File: src/rtl/stamp_capture_counter_if.sv
// ============================================================================
//  Module   : stamp_capture_counter_if
//  Brief    : Control/capture bundle for the shared-timebase stamp counter.
//  Revision : 1.0  initial release
// ============================================================================
`default_nettype none

interface stamp_capture_counter_if #(
    parameter int WIDTH = 16,
    parameter int NCH   = 4
);
    logic                  en;
    logic                  clear;
    logic [NCH-1:0]        cap;
    logic [NCH-1:0]        ack;
    logic [WIDTH-1:0]      cnt;
    logic [NCH*WIDTH-1:0]  val;
    logic [NCH-1:0]        valid;
    logic [NCH-1:0]        ovr;
    logic                  wrap;
    logic                  sat;

    modport master (
        output en, clear, cap, ack,
        input  cnt, val, valid, ovr, wrap, sat
    );

    modport slave (
        input  en, clear, cap, ack,
        output cnt, val, valid, ovr, wrap, sat
    );
endinterface

`default_nettype wire

File: src/rtl/stamp_capture_counter.sv
// ============================================================================
//  Module   : stamp_capture_counter
//  Brief    : Free-running timestamp counter with NCH snapshot channels.
//             Optional macro STAMP_PRESCALE_EN enables an en-cycle divider.
//  Revision : 1.0  initial release
// ============================================================================
`default_nettype none

module stamp_capture_counter #(
    parameter int WIDTH    = 16,
    parameter int NCH      = 4,
    parameter int SATURATE = 0,
    parameter int PRESCALE = 1
) (
    input  wire logic               clk,
    input  wire logic               reset,
    stamp_capture_counter_if.slave  bus
);

    localparam logic [WIDTH-1:0] c_max = {WIDTH{1'b1}};

    logic [WIDTH-1:0] r_cnt;
    logic             r_wrap;
    logic             r_sat;
    logic             w_tick;

`ifdef STAMP_PRESCALE_EN
    localparam int               c_dw       = (PRESCALE > 1) ? $clog2(PRESCALE) : 1;
    localparam logic [c_dw-1:0]  c_div_last = c_dw'(PRESCALE - 1);

    logic [c_dw-1:0] r_div;

    assign w_tick = bus.en && (r_div == c_div_last);

    always_ff @(posedge clk) begin
        if (reset || bus.clear) begin
            r_div <= '0;
        end else if (bus.en) begin
            r_div <= (r_div == c_div_last) ? '0 : r_div + c_dw'(1);
        end
    end
`else
    logic w_unused_prescale;
    assign w_unused_prescale = (PRESCALE != 0);
    assign w_tick            = bus.en;
`endif

    // wrap is a registered pulse, so it lines up with the cycle cnt reads 0
    always_ff @(posedge clk) begin
        if (reset || bus.clear) begin
            r_cnt  <= '0;
            r_wrap <= 1'b0;
            r_sat  <= 1'b0;
        end else begin
            r_wrap <= 1'b0;
            if (w_tick) begin
                if (r_cnt == c_max) begin
                    if (SATURATE != 0) begin
                        r_sat <= 1'b1;
                    end else begin
                        r_cnt  <= '0;
                        r_wrap <= 1'b1;
                    end
                end else begin
                    r_cnt <= r_cnt + WIDTH'(1);
                end
            end
        end
    end

    assign bus.cnt  = r_cnt;
    assign bus.wrap = r_wrap;
    assign bus.sat  = r_sat;

    generate
        for (genvar i = 0; i < NCH; i++) begin : g_ch
            logic [WIDTH-1:0] r_val;
            logic             r_valid;
            logic             r_ovr;
            logic             w_overrun;

            // simultaneous ack frees the slot, so a same-edge capture is not an overrun
            assign w_overrun = bus.cap[i] && r_valid && !bus.ack[i];

            always_ff @(posedge clk) begin
                if (reset) begin
                    r_val   <= '0;
                    r_valid <= 1'b0;
                    r_ovr   <= 1'b0;
                end else begin
                    if (bus.cap[i]) begin
                        r_val   <= r_cnt;
                        r_valid <= 1'b1;
                    end else if (bus.ack[i]) begin
                        r_valid <= 1'b0;
                    end
                    if (bus.clear) begin
                        r_ovr <= w_overrun;
                    end else if (w_overrun) begin
                        r_ovr <= 1'b1;
                    end
                end
            end

            assign bus.val[i*WIDTH +: WIDTH] = r_val;
            assign bus.valid[i]              = r_valid;
            assign bus.ovr[i]                = r_ovr;
        end
    endgenerate

endmodule

`default_nettype wire

File: src/flat_wrapper.sv
// flat-port wrapper written by rule: the top's interface ports become plain ports
module stamp_capture_counter_flat 
#(
    parameter int WIDTH    = 16,
    parameter int NCH      = 4,
    parameter int SATURATE = 0,
    parameter int PRESCALE = 1
)
  (clk, reset, bus_en, bus_clear, bus_cap, bus_ack, bus_cnt, bus_val, bus_valid, bus_ovr, bus_wrap, bus_sat);
  stamp_capture_counter_if #(.WIDTH(WIDTH), .NCH(NCH)) bus_i ();
  input  wire logic clk;
  input  wire logic reset;
  input wire logic [$bits(bus_i.en)-1:0] bus_en;
  input wire logic [$bits(bus_i.clear)-1:0] bus_clear;
  input wire logic [$bits(bus_i.cap)-1:0] bus_cap;
  input wire logic [$bits(bus_i.ack)-1:0] bus_ack;
  output wire logic [$bits(bus_i.cnt)-1:0] bus_cnt;
  output wire logic [$bits(bus_i.val)-1:0] bus_val;
  output wire logic [$bits(bus_i.valid)-1:0] bus_valid;
  output wire logic [$bits(bus_i.ovr)-1:0] bus_ovr;
  output wire logic [$bits(bus_i.wrap)-1:0] bus_wrap;
  output wire logic [$bits(bus_i.sat)-1:0] bus_sat;
  assign bus_i.en = bus_en;
  assign bus_i.clear = bus_clear;
  assign bus_i.cap = bus_cap;
  assign bus_i.ack = bus_ack;
  assign bus_cnt = bus_i.cnt;
  assign bus_val = bus_i.val;
  assign bus_valid = bus_i.valid;
  assign bus_ovr = bus_i.ovr;
  assign bus_wrap = bus_i.wrap;
  assign bus_sat = bus_i.sat;
  stamp_capture_counter #(.WIDTH(WIDTH), .NCH(NCH), .SATURATE(SATURATE), .PRESCALE(PRESCALE)) u_core (.clk(clk), .reset(reset), .bus(bus_i));
endmodule
File: config.mk
export PLATFORM = sky130hd
export DESIGN_NAME = stamp_capture_counter_flat
export DESIGN_NICKNAME = d
export VERILOG_FILES = /design/src/rtl/stamp_capture_counter_if.sv /design/src/rtl/stamp_capture_counter.sv /design/src/flat_wrapper.sv
export SDC_FILE = /design/constraint.sdc
export NUM_CORES = 1
export LEC_CHECK = 0
export CORE_MARGIN = 3
export CORE_UTILIZATION = 44
export CTS_BUF_LIST = sky130_fd_sc_hd__clkbuf_4
export CTS_CLUSTER_SIZE = 30
export DETAILED_ROUTE_END_ITERATION = 8
export PLACE_DENSITY = 0.78
export SLEW_MARGIN = 20
export SYNTH_ARGS = -nofsm -noshare
export SYNTH_HDL_FRONTEND = slang
export SYNTH_SLANG_ARGS = --single-unit
File: constraint.sdc
create_clock -name clk -period 1.75 [get_ports clk]
set_input_delay 0.525 -clock clk [delete_from_list [all_inputs] [get_ports clk]]
set_output_delay 0.525 -clock clk [all_outputs]
set_load 0.05 [all_outputs]
==> reports/results.tsv, run 1 <==
stage	metric	value	unit
run_status	run_status	complete, no violations	
routing	routedWlPerCell	16.11	µm
routing	via_per_inst	4.910	
global_route	global_route.usage.total	20.10	%
worst_setup_path	crit_arrival	1.14	ns
routing	antenna_violating_nets_post_route	0	
sta	grt_setup_unrepaired	false	
worst_setup_path	required	1.22	ns
routing	aggregate_routed_wire_length	8.927	mm
floorplanning	std_cell_rows	32	
flow_run	timing.max_cap.violations	0	
floorplanning	die_area	9196	µm²
power_and_ir_drop	p_int	2.875	mW
final_layout	antenna_cells_inserted	0	
cts	insertion_delay_to_the_later_sink_of_the_worst_skew_pair	0.42	ns
floorplanning	fp.dieW	95.90	µm
power_and_ir_drop	vdd.ir_drop.worst	0.4185	mV
final_layout	syn2layout_area_growth	60.31	%
power_and_ir_drop	p_per_area	656.9	nW/µm²
yosys	post-synth-top-count-cell	dfxtp_1	
worst_setup_path	timing.critical_path.to_type	output pin	
yosys	syn-num-nets	363	
power_and_ir_drop	clockPowerShare	37.9	%
cts	cts_tree	built	
yosys	synth.ff_latch_count	89	
power_and_ir_drop	power.leakage	2.318	nW
power_and_ir_drop	seqPwrFrac	54.3	%
yosys	post_synth_num_cell_types	34	
floorplanning	starting_density_of_the_core	45.78	%
yosys	number_of_flops_mapped_to_enable_cells_by_yosys	0	
yosys	synthesis.area_per_instance	10.16	µm²
cts	cell_chosen_for_the_clock_root	clkbuf_4	
cts	cts_buffers	9	
floorplanning	design.portCount	102	
yosys	netlist_top_cells_area	dfxtp_1 50%, mux2i_1 18%, nor2_1 8.7%	
sta	final_clock_skew	0.007089	ns
placed_design	buffer_ports.inserted	100	
worst_hold_path	hold_class	in2reg	
power_and_ir_drop	power.switching	0.8696	mW
floorplanning	die_y	95.90	µm
yosys	ys_seq_area_share	50.11	%
final_layout	nets	460	
placed_design	routabilityCongestion	0.8241	
sta	finalHoldViolCount	0	
floorplanning	core_area	7767	µm²
yosys	synth_commonest_cells	89 x dfxtp_1, 82 x nor2_1, 64 x mux2i_1	
sta	final_min_period_over_clock_period	95.34	%
cts	clock_sink_count	89	
global_route	first_pass_grt_wire_length	14.18	mm
routing	drcViolationCount	0	
yosys	synthCells	350	
cts	cts.htree.levels	3	
final_layout	finalInstanceArea	5700	µm²
routing	count_of_tritonroute_iterations_in_the_first_routing_pass	4	
power_and_ir_drop	power.total	3.745	mW
routing	detailedRoute.firstIterationViolations	99	
yosys	synth_largest_area_cell	dfxtp_1	
power_and_ir_drop	comb_power_share	7.7	%
yosys	synth_async_sr_flop_share	0	%
worst_setup_path	critPathLaunchType	register	
yosys	post_synth_instance_area	3556	µm²
sta	setup-violations-final	0	
sta	period_minus_slack	1.668	ns
routing	route.vias.total	2720	
global_route	globalRoute.totalOverflow	0	
sta	final_number_of_max_transition_violations	0	
yosys	ys_warn_count	0	
placed_design	hpwlAfterDp	6.530	mm
global_route	grt_antenna_before_repair	0	
final_layout	ratio_of_cells_with_drive_above_1_in_the_final_layout	37.17	%
power_and_ir_drop	power.share.switching	23.22	%
sta	max_freq	599.4	MHz
worst_setup_path	setup.worst_path.class	reg2out	
worst_setup_path	critical_path.max_fanout	9	
yosys	postSynth.topFlopCell	dfxtp_1	
yosys	yosys.area.top_type_share	50.11	%
global_route	grt_max_degree	73	
placed_design	post_dp_cell_area	5502	µm²
cts	clkSlewWorstSetupHoldPaths	0.13	ns
global_route	vias_in_the_first_global_route	2771	
cts	clk_path_buf_depth	2	
[cell usage in the layout (no fill, tap or decap), types with 4 or more instances in the layout]
master           instances
nor2b_1                  8
nor2_2                  10
a21oi_1                  7
nor2_1                  82
nor4_1                   5
dfxtp_1                 73
nand2_1                  5
dfxtp_2                  5
mux2i_1                 64
dfxtp_4                 11
xnor2_1                 10
clkbuf_4                 9
buf_4                   29
buf_12                  85
nand4_1                  4
clkdlybuf4s50_1          9
[repair_timing]
action | 4_1_cts | 5_1_grt
setup buffers | 0 | 0
endpoints found under the setup margin | 7 | 4
resized for setup | 2 | 1
pin swaps | 0 | 0
hold buffers | 0 | 0
[stage by stage]
step	setup TNS, ns	hold slack (ns)	worst slack (ns)	instances	util (%)
6_report	0	0.4611	0.08164	554	73.39
5_1_grt	0	0.4380	0.01212	554	73.39
4_1_cts	0	0.4458	0.03629	554	73.36
3_5_place_dp	-6.782	0.5096	-0.4925	538	70.83
3_3_place_gp	-6.010	0.4858	-0.4301	538	70.83
2_1_floorplan	-0.01838	0.5538	-0.01161	350	-
[registers in the layout, indices dropped and copies added (netlist names)]
name                 flops
u_core.g_ch.r_ovr        4
u_core.bus.cnt          16
u_core.g_ch.r_valid      4
u_core.g_ch.r_val       64
u_core.bus.wrap          1
[logic make-up after synthesis]
group	synth area share, %
flops	50.11
other cells	0.1055
xor+xnor	3.202
simple gates	18.44
buf+inv	7.846
compound gates	1.935
fa+ha+maj	0.3518
mux	18.02
[critical path, cell delays in order (launching register included)]
cell and delay (ns):
dfxtp_4 0.38, buf_4 0.19, buf_12 0.15
[cell type report]
type	instances	area, µm²
clock buffers	9	67.56
clock inverters	7	117.6
fillers	527	2067
inverters	2	7.507
multi-input cells	220	1524
flip-flops and latches	89	1829
well taps	102	127.6
repair buffers	125	2027
[worst paths after layout]
kind / startpoint / endpoint / slack [ns] / depth (start not counted)
max: u_core.bus.cnt[5] / bus_cnt[5] / 0.08 / 2
min: reset / u_core.bus.wrap / 0.46 / 3
max reg2reg: u_core.bus.cnt[10] / u_core.bus.cnt[15] / 0.12 / 4
min reg2reg: u_core.bus.cnt[9] / u_core.bus.wrap / 0.55 / 2
[power groups by stage]
| stage | sequential (mW) | clock (mW) | combinational, mW |
|---|---|---|---|
| 3_3_place_gp | 2.08 | 0 | 0.286 |
| 2_1_floorplan | 2.09 | 0 | 0.174 |
| 3_5_place_dp | 2.08 | 0 | 0.291 |
| 4_1_cts | 2.04 | 1.45 | 0.292 |
| 6_report | 2.03 | 1.42 | 0.290 |
| 5_1_grt | 2.04 | 1.54 | 0.304 |
[layer usage]
metal	vias up	GRT usage [%]	part of all wire (%)
li1	1340	-	-
met1	1284	24.03	42
met2	82	35.55	51
met3	14	4.535	5.6
met4	0	6.517	1.7
met5	-	0	0
(Power assumes the default switching activity.)
==> run 2: changes to the inputs <==
- CELL_PAD_IN_SITES_DETAIL_PLACEMENT: unset -> 1
- CELL_PAD_IN_SITES_GLOBAL_PLACEMENT: unset -> 1
- CORE_UTILIZATION: 44 -> 33
- PLACE_DENSITY: 0.78 -> unset
- PLACE_DENSITY_LB_ADDON: unset -> 0.1
==> run 2 against run 1 <==
Non-clock buffer count is 4 higher. Combinational power is 1% higher. Die area is 31% higher. Fmax is 0.27% higher. Core utilization is 18 points lower. Sequential share of layout area is 0.22 points lower. Sequential power hardly changed. Wire length is 8.0% higher. Clock skew is 0.019 ns higher. Clock power is 19% lower. Worst hold slack better by 0.049 ns. Highest routed layer unchanged.
==> reports/results.tsv, run 2 (same netlist as run 1, synthesis figures left out) <==
stage	metric	value	unit	change
final_layout	fin_cells	594		was 554
sta	finalHoldViolCount	0		unchanged
routing	aggregate_routed_wire_length	9.642	mm	was 8.927 mm
global_route	grt_max_degree	46		was 73
power_and_ir_drop	p_per_area	605.6	nW/µm²	was 656.9 nW/µm²
cts	cts_buffers	9		unchanged
routing	detailedRoute.firstIterationViolations	61		was 99
sta	setup-violations-final	0		unchanged
cts	cts.htree.levels	3		unchanged
sta	post_route_setup_slack	0.08617	ns	was 0.08164 ns
floorplanning	fp.dieW	109.8	µm	was 95.90 µm
cts	insertion_delay_to_the_later_sink_of_the_worst_skew_pair	0.41	ns	was 0.42 ns
sta	max_freq	601.0	MHz	was 599.4 MHz
floorplanning	die_y	109.8	µm	was 95.90 µm
placed_design	buffer_ports.inserted	100		unchanged
final_layout	largest_reg_flops	64		unchanged
flow_run	timing.max_cap.violations	0		unchanged
floorplanning	std_cell_rows	37		was 32
cts	post_cts_resize_count	1		was 2
placed_design	hpwlAfterDp	7.093	mm	was 6.530 mm
power_and_ir_drop	vdd.ir_drop.worst	0.4807	mV	was 0.4185 mV
sta	final_number_of_max_transition_violations	0		unchanged
sta	final_min_period_over_clock_period	95.08	%	was 95.34%
final_layout	final_core_util	55.11	%	was 73.39%
sta	totalNegativeSetupSlack	0	ns	unchanged
routing	count_of_tritonroute_iterations_in_the_first_routing_pass	4		unchanged
routing	route.vias.total	2757		was 2720
power_and_ir_drop	power.leakage	2.315	nW	was 2.318 nW
final_layout	layout_common_cells	87 x buf_12, 82 x nor2_1, 73 x dfxtp_1, 64 x mux2i_1, 31 x buf_4		was 85 x buf_12, 82 x nor2_1, 73 x dfxtp_1, 64 x mux2i_1, 29 x buf_4
floorplanning	die_area	12060	µm²	was 9196 µm²
power_and_ir_drop	power.total	3.477	mW	was 3.745 mW
global_route	first_pass_grt_wire_length	15.46	mm	was 14.18 mm
global_route	globalRoute.totalOverflow	0		unchanged
cts	clkSlewWorstSetupHoldPaths	0.14	ns	was 0.13 ns
global_route	global_route.usage.total	16.73	%	was 20.10%
run_status	run_status	complete, no violations		unchanged
worst_setup_path	setup.worst_path.class	reg2out		unchanged
floorplanning	starting_density_of_the_core	34.14	%	was 45.78%
global_route	gr-max-usage-layer	met2		unchanged
cts	cts-hold-fix-buffers	0		unchanged
cts	number_of_setup_buffers_added_after_cts	0		unchanged
sta	hold-worst-slack	0.5105	ns	was 0.4611 ns
routing	drcViolationCount	0		unchanged
worst_setup_path	critical_path.max_fanout	7		was 9
worst_setup_path	timing.critical_path.to_type	output pin		unchanged
final_layout	layout.cells.most_common	buf_12		unchanged
global_route	met2_usage	29.68	%	was 35.55%
floorplanning	core_area	10420	µm²	was 7767 µm²
final_layout	finalInstanceArea	5741	µm²	was 5700 µm²
final_layout	nets	464		was 460
final_layout	syn2layout_area_growth	61.44	%	was 60.31%
worst_hold_path	hold_class	in2reg		unchanged
final_layout	ratio_of_cells_with_drive_above_1_in_the_final_layout	37.28	%	was 37.17%
placed_design	routabilityCongestion	0.7827		was 0.8241
sta	grt_setup_unrepaired	false		unchanged
worst_setup_path	crit_arrival	1.14	ns	about the same
cts	cell_chosen_for_the_clock_root	clkbuf_4		unchanged
worst_setup_path	critPathLaunchType	register		unchanged
sta	period_minus_slack	1.664	ns	was 1.668 ns
placed_design	dpl.cell_count	576		was 538
final_layout	largest-register	u_core.g_ch.r_val		unchanged
global_route	use_met3	4.110	%	was 4.535%
cts	clk_path_buf_depth	2		unchanged
cts	cts_tree	built		unchanged
placed_design	post-place-ws	-0.4991	ns	was -0.4925 ns
routing	routedWlPerCell	16.23	µm	was 16.11 µm
sta	final_clock_skew	0.02592	ns	was 0.007089 ns
global_route	grt_util_met1	19.80	%	was 24.03%
floorplanning	design.portCount	102		unchanged
cts	clock_sink_count	89		unchanged
worst_setup_path	required	1.22	ns	about the same
routing	antenna_violating_nets_post_route	0		unchanged
routing	via_per_inst	4.641		was 4.910
placed_design	post_dp_cell_area	5599	µm²	was 5502 µm²
global_route	grt_antenna_before_repair	2		was 0
global_route	vias_in_the_first_global_route	2904		was 2771
run 2: path summary, 6_finish.rpt:
path	startpoint	end	slack (ns)	cells after the start
worst max-delay path	u_core.bus.cnt[7]	bus_cnt[7]	0.09	2
worst min-delay path	reset	u_core.bus.cnt[14]	0.51	3
worst max register to register	u_core.bus.cnt[0]	u_core.bus.cnt[0]	0.09	6
worst min register to register	u_core.bus.cnt[1]	u_core.bus.cnt[1]	0.54	2
run 2: routing by layer:
layer | wire length, µm | vias up | share of wire, %
li1 | - | 1351 | -
met1 | 4099 | 1342 | 43
met2 | 4954 | 57 | 51
met3 | 484 | 7 | 5.0
met4 | 104 | 0 | 1.1
met5 | 0 | - | 0
run 2: final cells by class:
class                           instances  area [µm²]
Clock inverter                          5       55.05
Fill cell                            1087        4676
Tap cell                              136       170.2
Antenna cell                            2       5.005
Inverter                                2       7.507
Timing Repair Buffer                  129        2078
Clock buffer                           11       82.58
Multi-Input combinational cell        220        1513
Sequential cell                        89        1829
run 2: worst max-delay path, stage by stage (launching register included):
cell and delay, ns:
dfxtp_4 0.38, buf_4 0.20, buf_12 0.15
run 2: where the power goes:
part	switching, mW	total [mW]	internal, mW	leakage (nW)
logic	0.167	0.294	0.127	1.50
registers	0.0112	2.03	2.02	0.730
clock network	0.679	1.15	0.469	0.0812
total	0.857	3.48	2.62	2.32
==> patch: new RTL, settings of run 1 <==
The option `STAMP_PRESCALE_EN` is turned on by a define.
--- a/src/rtl/stamp_capture_counter.sv
+++ b/src/rtl/stamp_capture_counter.sv
@@ -6,4 +6,6 @@
 // ============================================================================
 `default_nettype none
+
+`define STAMP_PRESCALE_EN
 
 module stamp_capture_counter #(
Check against the original RTL: same outputs for any inputs over 10 cycles, from zero or initial values and one cycle with reset high; that may be too few to reach the edited logic, so the function may still have changed.
==> patch against run 1 <==
- register-to-register slack better by 0.12 ns
- area after synthesis is 4.2% lower
- combinational power is 5% lower
- design area is 4.1% lower
- hold slack better by 0.063 ns
- sequential cell count stayed put
- worst setup slack worse by 0.0022 ns
- non-clock buffer count is 1 lower
- utilization is 0.77 points higher
- power is 3.4% lower
- wire length is 0.55% higher
- critical endpoint is now bus_cnt[12]
- largest power group unchanged
- via count is 1.1% higher
==> patch: results (changes against run 1) <==
| Metric | Value |
|---|---|
| Gp weighted congestion | 0.780 (-5.4%) |
| First-pass GRT wire length | 14.4 mm (+1.8%) |
| Setup slack at placement | -0.257 ns (+0.236 ns) |
| Final net count | 459 (-0.22%) |
| Setup slack on the worst flop-to-flop path | 0.24 ns (+0.12 ns) |
| Non-clock buffer area fraction after layout | 0.358 (+0.00203) |
| Number of distinct library cells after synthesis | 32 (-5.9%) |
| Power per standard cell area | 662 nW/um2 (+0.80%) |
| Number of multi-input combinational cells | 221 (+0.45%) |
| Wire length per cell | 16.3 um (+1.3%) |
| Hold path startpoint | u_core.g_ch[2].r_val[15]$_SDFFE_PP0P_ |
| Top area cells in the synthesized netlist | sky130_fd_sc_hd__dfxtp_1 52%, sky130_fd_sc_hd__mux2i_1 19%, sky130_fd_sc_hd__nor2_1 10% |
| Number of placed instances with taps included | 534 (-0.74%) |
| Startpoint of the worst setup timing path | u_core.bus.cnt[12]$_SDFFE_PP0P_ |
| Final-layout clock-cell area share | 0.0304 (-0.00204) |
| Global-route track usage on met3 | 0.0393 (-0.00609) |
| Startpoint of the worst-slack reg-to-reg timing path | u_core.bus.cnt[0]$_SDFFE_PP0P_ |
| Instance area after placement | 5290 um2 (-3.8%) |
| Post-detailed-route via-to-cell ratio | 5.00 (+1.9%) |
| IR Drop Worst-Case VDD | 0.501 mV (+20%) |
| Syn avg cell area | 9.74 um2 (-4.2%) |
| Worst-case hold path end point | u_core.g_ch[2].r_val[15]$_SDFFE_PP0P_ |
| Detailed-routed wire length on met3 | 510 um (+2.2%) |
| Reg area | 1800 um2 (-1.8%) |
| Met1 usage in global routing | 0.254 (+0.0133) |
| Timing endpoint of the critical path | bus_cnt[12] |
| Fraction of layout instances using a drive strength above 1 | 0.322 (-0.0502) |
| Detailed router's first-iteration violation count | 112 (+13%) |
| Non-CTS buffers | 124 (-0.80%) |
| Non-filler cells in the finished layout | 550 (-0.72%) |
| Status | finished clean |
| Sum of net half-perimeters after detailed placement | 6.46 mm (-1.1%) |
| Met1 Routed Length | 3.80 mm (+2.1%) |
| Sequential element share of the synthesized area | 0.523 (+0.0217) |
| Largest stage delay on the critical path | 0.43 ns (+0.05 ns) |
| Sequential share of power | 0.566 (+0.023) |
| Filler cell count | 514 (-2.5%) |
| Leakage | 0.00230 uW (-0.73%) |
| Hold path depth | 2 (-1) |
| Leading post-synthesis cells by instance count | 94 x sky130_fd_sc_hd__nor2_1, 89 x sky130_fd_sc_hd__dfxtp_1, 64 x sky130_fd_sc_hd__mux2i_1 |
| Maximum fanout along the worst path | 6 (-3) |
==> patch: cell count changes in the layout (fill, tap and decap cells not counted), sizes merged, moves of 2 or more <==
cell / before / now
or4: 2 / 0
o31ai: 2 / 0
a22o: 0 / 2
xor2: 3 / 6
a21oi: 7 / 5
nor4: 6 / 2
nor2: 92 / 94
nand3: 4 / 2
xnor2: 10 / 7
and4: 0 / 2
clkinv: 3 / 0
nand4: 6 / 9
clkinvlp: 0 / 3
and3: 0 / 2
==> patch: logic make-up (layout without fill, tap and decap cells) <==
group,Yosys count,after routing,synth area share
AND/OR/NAND/NOR,133,133,0.174
multiplexers,64,64,0.188
XOR/XNOR,13,13,0.0334
buffers and inverters,40,141,0.0606
other,1,1,0.00110
AO/OA/AOI/OAI,9,9,0.0162
flip-flops,89,89,0.523
adder cells (fa/ha/maj),1,1,0.00367
==> patch: what timing repair did <==
item	in CTS	in global routing
endpoints found under the hold margin	0	0
gates resized for setup	4	3
endpoints found under the setup margin	4	3
